[src/rtl/alu_add.sv]
// Signed 16-bit saturating adder with combinational Z/V/N flags and a
// condition-code register that loads only on flag-setting operations.
module alu_add (
    input  logic        clk,
    input  logic        rst_n,
    input  logic [15:0] a,
    input  logic [15:0] b,
    input  logic        flag_en,
    output logic [15:0] result,
    output logic        ovfl,
    output logic        zero,
    output logic        sign,
    output logic [2:0]  flags_q
);

    logic [15:0] gen;
    logic [15:0] prop;
    logic [15:0] bit_carry;
    logic [15:0] sum_raw;
    logic [3:0]  grp_carry;
    logic [2:0]  flags_reg;

    assign gen          = a & b;
    assign prop         = a ^ b;
    assign grp_carry[0] = 1'b0;

    // Four 4-bit lookahead groups; the group carry ripples into the next group.
    genvar gi;
    generate
        for (gi = 0; gi < 4; gi++) begin : g_cla
            logic [3:0] g;
            logic [3:0] p;
            logic       ci;

            assign g  = gen[4*gi +: 4];
            assign p  = prop[4*gi +: 4];
            assign ci = grp_carry[gi];

            assign bit_carry[4*gi]     = ci;
            assign bit_carry[4*gi + 1] = g[0] | (p[0] & ci);
            assign bit_carry[4*gi + 2] = g[1] | (p[1] & g[0]) | (p[1] & p[0] & ci);
            assign bit_carry[4*gi + 3] = g[2] | (p[2] & g[1]) | (p[2] & p[1] & g[0])
                                       | (p[2] & p[1] & p[0] & ci);

            // The top group's carry-out is not needed: overflow comes from sign bits.
            if (gi < 3) begin : g_ripple
                assign grp_carry[gi + 1] = g[3] | (p[3] & g[2]) | (p[3] & p[2] & g[1])
                                         | (p[3] & p[2] & p[1] & g[0])
                                         | (p[3] & p[2] & p[1] & p[0] & ci);
            end
        end
    endgenerate

    assign sum_raw = prop ^ bit_carry;
    assign ovfl    = (a[15] == b[15]) && (sum_raw[15] != a[15]);

    // On overflow both operands share a sign, so a[15] selects the clamp direction.
    always_comb begin
        result = sum_raw;
        if (ovfl) begin
            result = a[15] ? 16'h8000 : 16'h7FFF;
        end
    end

    assign zero = (result == 16'h0000);
    assign sign = result[15];

    always_ff @(posedge clk or negedge rst_n) begin
        if (!rst_n) begin
            flags_reg <= 3'b000;
        end else if (flag_en) begin
            flags_reg <= {zero, ovfl, sign};
        end
    end

    assign flags_q = flags_reg;

endmodule

[config.mk]
export PLATFORM = sky130hd
export DESIGN_NAME = alu_add
export DESIGN_NICKNAME = d
export VERILOG_FILES = /design/src/rtl/alu_add.sv
export SDC_FILE = /design/constraint.sdc
export NUM_CORES = 1
export LEC_CHECK = 0
export ABC_AREA = 1
export CAP_MARGIN = 20
export CORE_AREA = 2 2 55 57
export DETAILED_ROUTE_END_ITERATION = 10
export DIE_AREA = 0 0 57 59
export GPL_ROUTABILITY_DRIVEN = 0
export PLACE_DENSITY = 0.8
export REMOVE_ABC_BUFFERS = 1
export SLEW_MARGIN = 20
export SYNTH_ARGS = -nofsm -noshare
export SYNTH_HDL_FRONTEND = slang
export SYNTH_SLANG_ARGS = --single-unit
[constraint.sdc]
create_clock -name clk -period 3.16 [get_ports clk]
set_input_delay 0.316 -clock clk [delete_from_list [all_inputs] [get_ports clk]]
set_output_delay 0.316 -clock clk [all_outputs]
set_load 0.005 [all_outputs]
# After elaboration in Yosys (flattened, before gate mapping)
# Index checks and enable logic that the tools add are counted.
[totals]
regBits = 3
input_bits = 35
output_inout_bits = 22
word_cells = 92
[classes]
eq_ne = 2
n_mux = 2
bitwise = 85
reduce_logical = 2
[ops]
columns = ["op", "count"]
rows = [
  ["1-bit bitwise AND", 50],
  ["16-bit 2-to-1 mux", 2],
  ["1-bit OR", 32],
  ["16-bit XOR", 2],
  ["16-bit zero test", 1],
  ["15-bit bitwise AND", 1],
  ["1-bit == test", 1],
  ["1-bit logical AND", 1],
  ["1-bit inequality test", 1],
]

# Longest topological paths before layout
[depth]
word_depth = 16
depth_mapped = 19
mapped_depth_nobuf = 19

# Worst setup path after synthesis
# OpenSTA, ideal clock, no wires.
[synth_path]
kind = "input to output"
startpoint = "input port a[3]"
endpoint = "output port zero"
arrival_time_ns = 2.274
required_ns = 2.844
slack_ns = 0.570
path_stages = 16
path_buffers = 0
path_cell_list = "ha_1 or2_0 nand2_1 nand2_2 nand2_2 nand2_4 nand2_4 nand2_4 fa_1 xor2_1 nand2_2 nand2_2 nor2_2 nand2_1 nor2_2 and2_1"
[synth_via]
elab_chain_len = 16
elab_cells_between_ends = 37
cone_classes = "eq/ne: 1; mux: 1; bitwise: 33; reduce/logical: 2"
[synth_rtl]
columns = ["element", "line", "text"]
rows = [
  ["start: declaration", "6", "input logic [15:0] a,"],
  ["16-bit XOR", "24", "assign prop = a ^ b;"],
  ["1-bit bitwise AND, on equally long branches", "--", ""],
  ["1-bit OR (tied with other cells)", "47", "assign grp_carry[gi + 1] = g[3] | (p[3] & g[2]) | (p[3] & p[2] & g[1])"],
  ["1-bit OR / 1-bit bitwise AND (equally long branches)", "47, 48", ""],
  ["1-bit OR *", "48", "| (p[3] & p[2] & p[1] & g[0])"],
  ["1-bit bitwise AND *", "49", "| (p[3] & p[2] & p[1] & p[0] & ci);"],
  ["1-bit OR *", "49", ""],
  ["1-bit bitwise AND *", "49", ""],
  ["1-bit OR *", "49", ""],
  ["1-bit bitwise AND", "43", "| (p[2] & p[1] & p[0] & ci);"],
  ["1-bit OR", "43", ""],
  ["16-bit XOR *", "54", "assign sum_raw = prop ^ bit_carry;"],
  ["1-bit inequality test", "55", "assign ovfl = (a[15] == b[15]) && (sum_raw[15] != a[15]);"],
  ["1-bit logical AND", "55", ""],
  ["16-bit 2-to-1 mux *", "60", "if (ovfl) begin"],
  ["net result[13]", "9", "output logic [15:0] result,"],
  ["16-bit zero test *", "65", "assign zero = (result == 16'h0000);"],
  ["end: declaration", "11", "output logic zero,"],
]
# Mark *: on every way through the listed nets, which the timed path passes. The rest lies on a longest branch.

# Worst setup path after layout
[layout_path]
startpoint = "input port a[3]"
endpoint = "output port result[3]"
[layout_via]
elab_chain_len = 15
elab_cells_between_ends = 20
cone_classes = "eq/ne: 1; mux: 1; bitwise: 17; reduce/logical: 1"
[layout_rtl]
columns = ["element", "line"]
rows = [
  ["16-bit XOR", "24"],
  ["1-bit bitwise AND, on equally long branches", "--"],
  ["1-bit OR (tied with other cells)", "47"],
  ["1-bit OR / 1-bit bitwise AND (equally long branches)", "47, 48"],
  ["1-bit OR", "48"],
  ["1-bit bitwise AND", "49"],
  ["1-bit OR", "49"],
  ["1-bit bitwise AND", "49"],
  ["1-bit OR", "49"],
  ["1-bit bitwise AND", "43"],
  ["1-bit OR", "43"],
  ["16-bit XOR *", "54"],
  ["1-bit inequality test", "55"],
  ["1-bit logical AND", "55"],
  ["16-bit 2-to-1 mux *", "60"],
  ["end: declaration", "9"],
]
# Every way passes the cells marked *; elsewhere a longest branch is shown, timed or not.

==> results.toml <==
[clock_network]
clockBufferDepth = 2
path_clk_slew_ps = 40
cts.sinks = 3
cts_tree = "done"
cts_hold_buf = 0
clock_latency_ps = 260
cts_root_buffer = "clkbuf_4"
numCtsBuffers = 3
htree_levels = 1

[floorplan]
die_area_um2 = 3360
die_y_um = 59
core-area_um2 = 2710
start_util_pct = 39.8
std_cell_rows = 19
chipWidth_um = 57
num_io_pins = 57

[hold_path]
worstHoldPathType = "primary input to async pin"

[setup_path]
cp-start-kind = "primary input"
r2r_slack_ps = 2480
cp_max_fo = 5
worstPathRequired_ps = 2840
rr_endpoint = "flags_q[0]"
slowest_stage = "clkdlybuf4s50_1"
cp_cell_sequence = "clkdlybuf4s50_1 > ha_1 > or2_1 > nand2_1 > nand2_2 > nand2_2 > nand2_4 > nand2_4 > nand2_4 > buf_12 > nand2_4 > nand3_2 > nand2_1 > nand2_2 > buf_4 > clkdlybuf4s50_1"
reg2reg_depth = 2
crit_family = "buffers and inverters"
slowest_delay_ps = 430
r2r-start = "flags_q[0]"
worstSetupEndpointType = "output port"
critPathKind = "primary input to output port"
critPathMostFrequentCell = "nand2_4"
cp.arrival_ps = 2820
path_buf_inv = 4

[layout]
largest_register_ffs = 3
nets = 324
instances_no_fill = 300
area_growth_pct = 99.8
n_antenna_cell = 0
drive_above_1_share_pct = 34.6

[sta]
final.min_clock_period_ps = 3140
slew_headroom_pct = 69.2
fmax_ghz = 0.319
hold_viol = 0
slew_viol_final = 0
period_share_pct = 99.3
hold_ws_ps = 234
setup_violations = 0
worstMarginPinSlew_ps = 461
skew_ps = 0
rsz0062_at_grt = "true"

[logic_synthesis]
synth_area_per_cell_um2 = 6.62
ys_warn_count = 0
netlist_area_um2 = 1080
netlist_instances = 163
yosys.cell_types.count = 27
synth_top_area_share_pct = 18.1
yosysSeqAreaShare_pct = 6.96
ys_top_cells_by_area = "nand2_1 (18%), ha_1 (17%), fa_1 (7.4%), dfrtp_1 (7.0%), nand2_4 (6.3%)"
synth-seq-cells = 3
yosysTopAreaCell = "nand2_1"

[route]
wl_per_cell_um = 11.6
viasPerCell = 4.88
dr.pass1.iters = 4
wl_mm = 3.48
drtIter0Drc = 42
ant_nets = 0
drc = 0
vias = 1464

[power_and_ir_drop]
power_leakage_nw = 1.14
powerDensity_nw_per_um2 = 281
power.total_uw = 605
max-vdd-ir-drop_v = 0.000237

[place]
hpwl_mm = 2.59
io_buffers = 56
dp.cells = 291

[grt]
grt_first_pass_wirelength_mm = 5.46
gr-total-overflow = 0
grt_usage_pct = 20.2
grt_max_degree = 10
grt_pass1_vias = 1396
antenna_found_initial = 0

[status]
status = "finished, final reports clean"

[run]
drv_cap = 0
layout by cell type (no fill, tap or decap), types with 3 or more instances in the layout:
cell type | netlist | final
a21oi_1 | 5 | 5
buf_4 | 1 | 46
clkbuf_4 | 0 | 3
clkdlybuf4s50_1 | 0 | 45
dfrtp_1 | 3 | 3
dlygate4sd2_1 | 0 | 6
dlymetal6s2s_1 | 0 | 3
ha_1 | 15 | 12
ha_4 | 0 | 3
inv_1 | 13 | 13
nand2_1 | 52 | 45
nand2_2 | 8 | 14
nand2_4 | 6 | 8
nand3_1 | 11 | 10
nand4_1 | 3 | 3
nor2_1 | 15 | 12
nor2_2 | 4 | 7
xor2_1 | 6 | 5
what timing repair did:
action / CTS / global route
gates cloned: 2 / 1
pin swaps: 4 / 10
resized for setup: 18 / 17
buffers inserted: 1 / 1
endpoints found under the setup margin: 15 / 12
stage by stage:
| step | utilization [%] | setup slack, ps | setup TNS [ps] | area [µm²] |
|---|---|---|---|---|
| 2_1_floorplan | - | 561 | 0 | 1050 |
| 3_3_place_gp | 73.5 | -330 | -769 | 1990 |
| 3_5_place_dp | 73.5 | -401 | -1460 | 1990 |
| 4_1_cts | 76.5 | 15.5 | 0 | 2070 |
| 5_1_grt | 79.5 | -103 | -401 | 2150 |
| 6_report | 79.5 | 23.3 | 0 | 2150 |
layer usage:
metal | part of all wire (%) | GRT usage, % | vias to the layer above
met4 | 1.3 | 6.64 | 0
met3 | 4.9 | 1.53 | 5
met5 | 0 | 0 | -
met2 | 55 | 41.7 | 50
met1 | 38 | 21.3 | 660
li1 | - | - | 749
how the worst max path moves through the flow:
stage               start        end  depth (start not counted)
floorplan            a[3]       zero                         16
global placement     a[3]       zero                         19
detailed placement  a[11]       zero                         18
CTS                  b[6]  result[9]                         17
global route         a[3]       zero                         18
finish               a[3]  result[3]                         16
report_power, final:
group / switching, mW / total, mW / internal, mW
logic: 0.205 / 0.484 / 0.279
registers: 0.00191 / 0.0437 / 0.0418
clock network: 0.0302 / 0.0782 / 0.0480
total: 0.237 / 0.605 / 0.368
synthesized netlist by cell type:
cell type  number
a21oi_1         5
a22oi_1         1
a31oi_1         3
and2_1          1
and3_2          1
buf_4           1
buf_6           2
dfrtp_1         3
fa_1            4
ha_1           15
inv_1          13
inv_2           1
nand2_1        52
nand2_2         8
nand2_4         6
nand3_1        11
nand3_4         1
nand3b_1        2
nand4_1         3
nor2_1         15
nor2_2          4
o2111ai_1       1
o211ai_1        1
o21ai_0         1
o21bai_1        1
or2_0           1
xor2_1          6
area by class of cell:
type | count | area [µm²]
Multi-Input combinational cell | 146 | 1050
Fill cell | 185 | 556
Timing Repair Buffer | 102 | 911
Sequential cell | 3 | 75.1
Tap cell | 31 | 38.8
Inverter | 14 | 52.6
Clock buffer | 4 | 26.3
logic make-up after synthesis:
logic type | Yosys count | synth area share [%]
and+or+nand+nor | 105 | 48.3
adders and majority gates | 19 | 24.8
buffers and inverters | 17 | 7.66
AOI/OAI and AO/OA | 13 | 7.42
xor gates and xnor gates | 6 | 4.87
DFF | 3 | 6.96
worst reg2reg max path: stages, from the launching register on:
cell and delay [ps]:
dfrtp_1 380, nand2_1 80, o21ai_0 90
No activity file was read; power rests on OpenSTA's default activity.
==> RTL change (same flow settings) <==
Put a register stage on the output `ovfl`, cleared by the reset. The value now appears one clock later. The other outputs are not delayed to match.
--- a/src/rtl/alu_add.sv
+++ b/src/rtl/alu_add.sv
@@ -12,6 +12,8 @@
     output logic        sign,
     output logic [2:0]  flags_q
 );
+
+    logic ovfl_d;
 
     logic [15:0] gen;
     logic [15:0] prop;
@@ -52,12 +54,12 @@
     endgenerate
 
     assign sum_raw = prop ^ bit_carry;
-    assign ovfl    = (a[15] == b[15]) && (sum_raw[15] != a[15]);
+    assign ovfl_d  = (a[15] == b[15]) && (sum_raw[15] != a[15]);
 
     // On overflow both operands share a sign, so a[15] selects the clamp direction.
     always_comb begin
         result = sum_raw;
-        if (ovfl) begin
+        if (ovfl_d) begin
             result = a[15] ? 16'h8000 : 16'h7FFF;
         end
     end
@@ -69,11 +71,19 @@
         if (!rst_n) begin
             flags_reg <= 3'b000;
         end else if (flag_en) begin
-            flags_reg <= {zero, ovfl, sign};
+            flags_reg <= {zero, ovfl_d, sign};
         end
     end
 
     assign flags_q = flags_reg;
 
+    always_ff @(posedge clk or negedge rst_n) begin
+        if (!rst_n) begin
+            ovfl <= '0;
+        end else begin
+            ovfl <= ovfl_d;
+        end
+    end
+
 endmodule
 
Function: changed (a bounded check fails within 4 cycles, from zero or initial values and one cycle with rst_n low).
==> RTL change against the unedited design <==
The run now ends with negative setup slack left; maximum frequency down 1.2%; cell count is 1.0% higher; clock skew unchanged; register-to-register slack gained 0.04 ns; wire length shrank 1.1%; power grew 0.57%; sequential cell count grew 1; worst setup slack worse by 0.040 ns; combinational power hardly changed; critical path depth increased by 1; design area up 0.41%; area after synthesis is 2.3% higher.
==> RTL change: results (changes against the unedited design) <==
* Non-clock buffer count at 108 (+5.9%)
* # setup viols final at 1 (+1)
* Crit path max fanout at 3 (-2)
* Synth Area in Adders at 0.243 (-0.00563)
* CLK BUF at 3 (-1)
* Status: finished with violations
* Max rail drop VDD at 0.000293 V (+23%)
* Clock network area share at 0.0104 (-0.00178)
* Gr usage total at 0.194 (-0.00828)
* Fin nets at 328 (+1.2%)
* Reg area at 100 sq um (+33%)
* Synth area leaders: nand2_1 (18%), ha_1 (17%), dfrtp_1 (9.1%)
* Seq/Total Area, Yosys at 0.0907 (+0.0211)
* Yosys reg bits at 4 (+1)
* Final worst slack at -0.0163 ns (-0.0396 ns)
* Post-DP HPWL at 2640 um (+1.8%)
* First-pass GRT wire length at 5250 um (-3.8%)
* NonClk Buf Share at 0.444 (+0.0208)
* Maximum clock path buffer count at 2 (unchanged)
* DRT iter0 DRCs at 38 (-9.5%)
* Leak pwr at 1.19 nW (+4.3%)
* Vias per std cell at 4.73 (-3.1%)
* Vias in the first global route at 1331 (-4.7%)
* Setup WS pre-CTS at -0.397 ns (+0.00400 ns)
* Clock latency on the worst-skew pair at 0.24 ns (-0.02 ns)
* Worst endpoint data arrival time at 2.86 ns (+0.04 ns)
* Largest net degree at the start of global routing at 18 (+8)
* Post-Synth XOR/XNOR Area at 0.0476 (-0.00110)
* Compound-gate portion of the synthesized area at 0.0726 (-0.00168)
* Failing checks: negative setup slack
RTL change: timing repair:
item | 4_1_cts | 5_1_grt
endpoints found under the setup margin | 5 | 13
setup buffers | 0 | 6
resized for setup | 7 | 17
pin swaps | 4 | 15
RTL change: power by group:
part	leakage, nW	switching [mW]	internal, mW
Clock	0.0138	0.0231	0.0426
Combinational	1.12	0.202	0.284
Sequential	0.0511	0.00178	0.0559
RTL change: metrics by stage:
stage               total power, mW  std cells  instance area [sq um]
finish                        0.609        303                   2160
global route                  0.661        303                   2160
CTS                           0.585        297                   2040
detailed placement            0.521        294                   2020
global placement              0.510        294                   2020
floorplan                     0.248        161                   1070
RTL change: critical path, stage by stage:
cell	delay, ns
clkdlybuf4s50_1	0.40
ha_1	0.32
nand2_1	0.08
inv_1	0.06
nand2_1	0.05
nand2_1	0.06
a31oi_2	0.20
nand2_4	0.10
fa_2	0.41
xor2_2	0.18
nand2_2	0.07
nand2_2	0.08
nor2_2	0.09
nand2_1	0.07
nor2_2	0.13
and2_1	0.13
buf_2	0.10
RTL change: worst paths after layout:
path                       startpoint         end  slack [ns]  depth (start not counted)
min                             rst_n  flags_q[2]        0.28                          1
max                             a[11]        zero       -0.02                         17
min in group clk           flags_q[0]  flags_q[0]        0.48                          2
min reg2reg                flags_q[0]  flags_q[0]        0.48                          2
max reg2reg                flags_q[1]  flags_q[1]        2.52                          2
max in group asynchronous       rst_n        ovfl        2.72                          1
RTL change: per-layer routing:
metal  track usage  vias to the layer above  wire, um
li1              -                      751         -
met1         0.226                      643      1440
met5             0                        -         0
met2         0.373                       33      1850
met3        0.0131                        6       104
met4        0.0664                        0        48
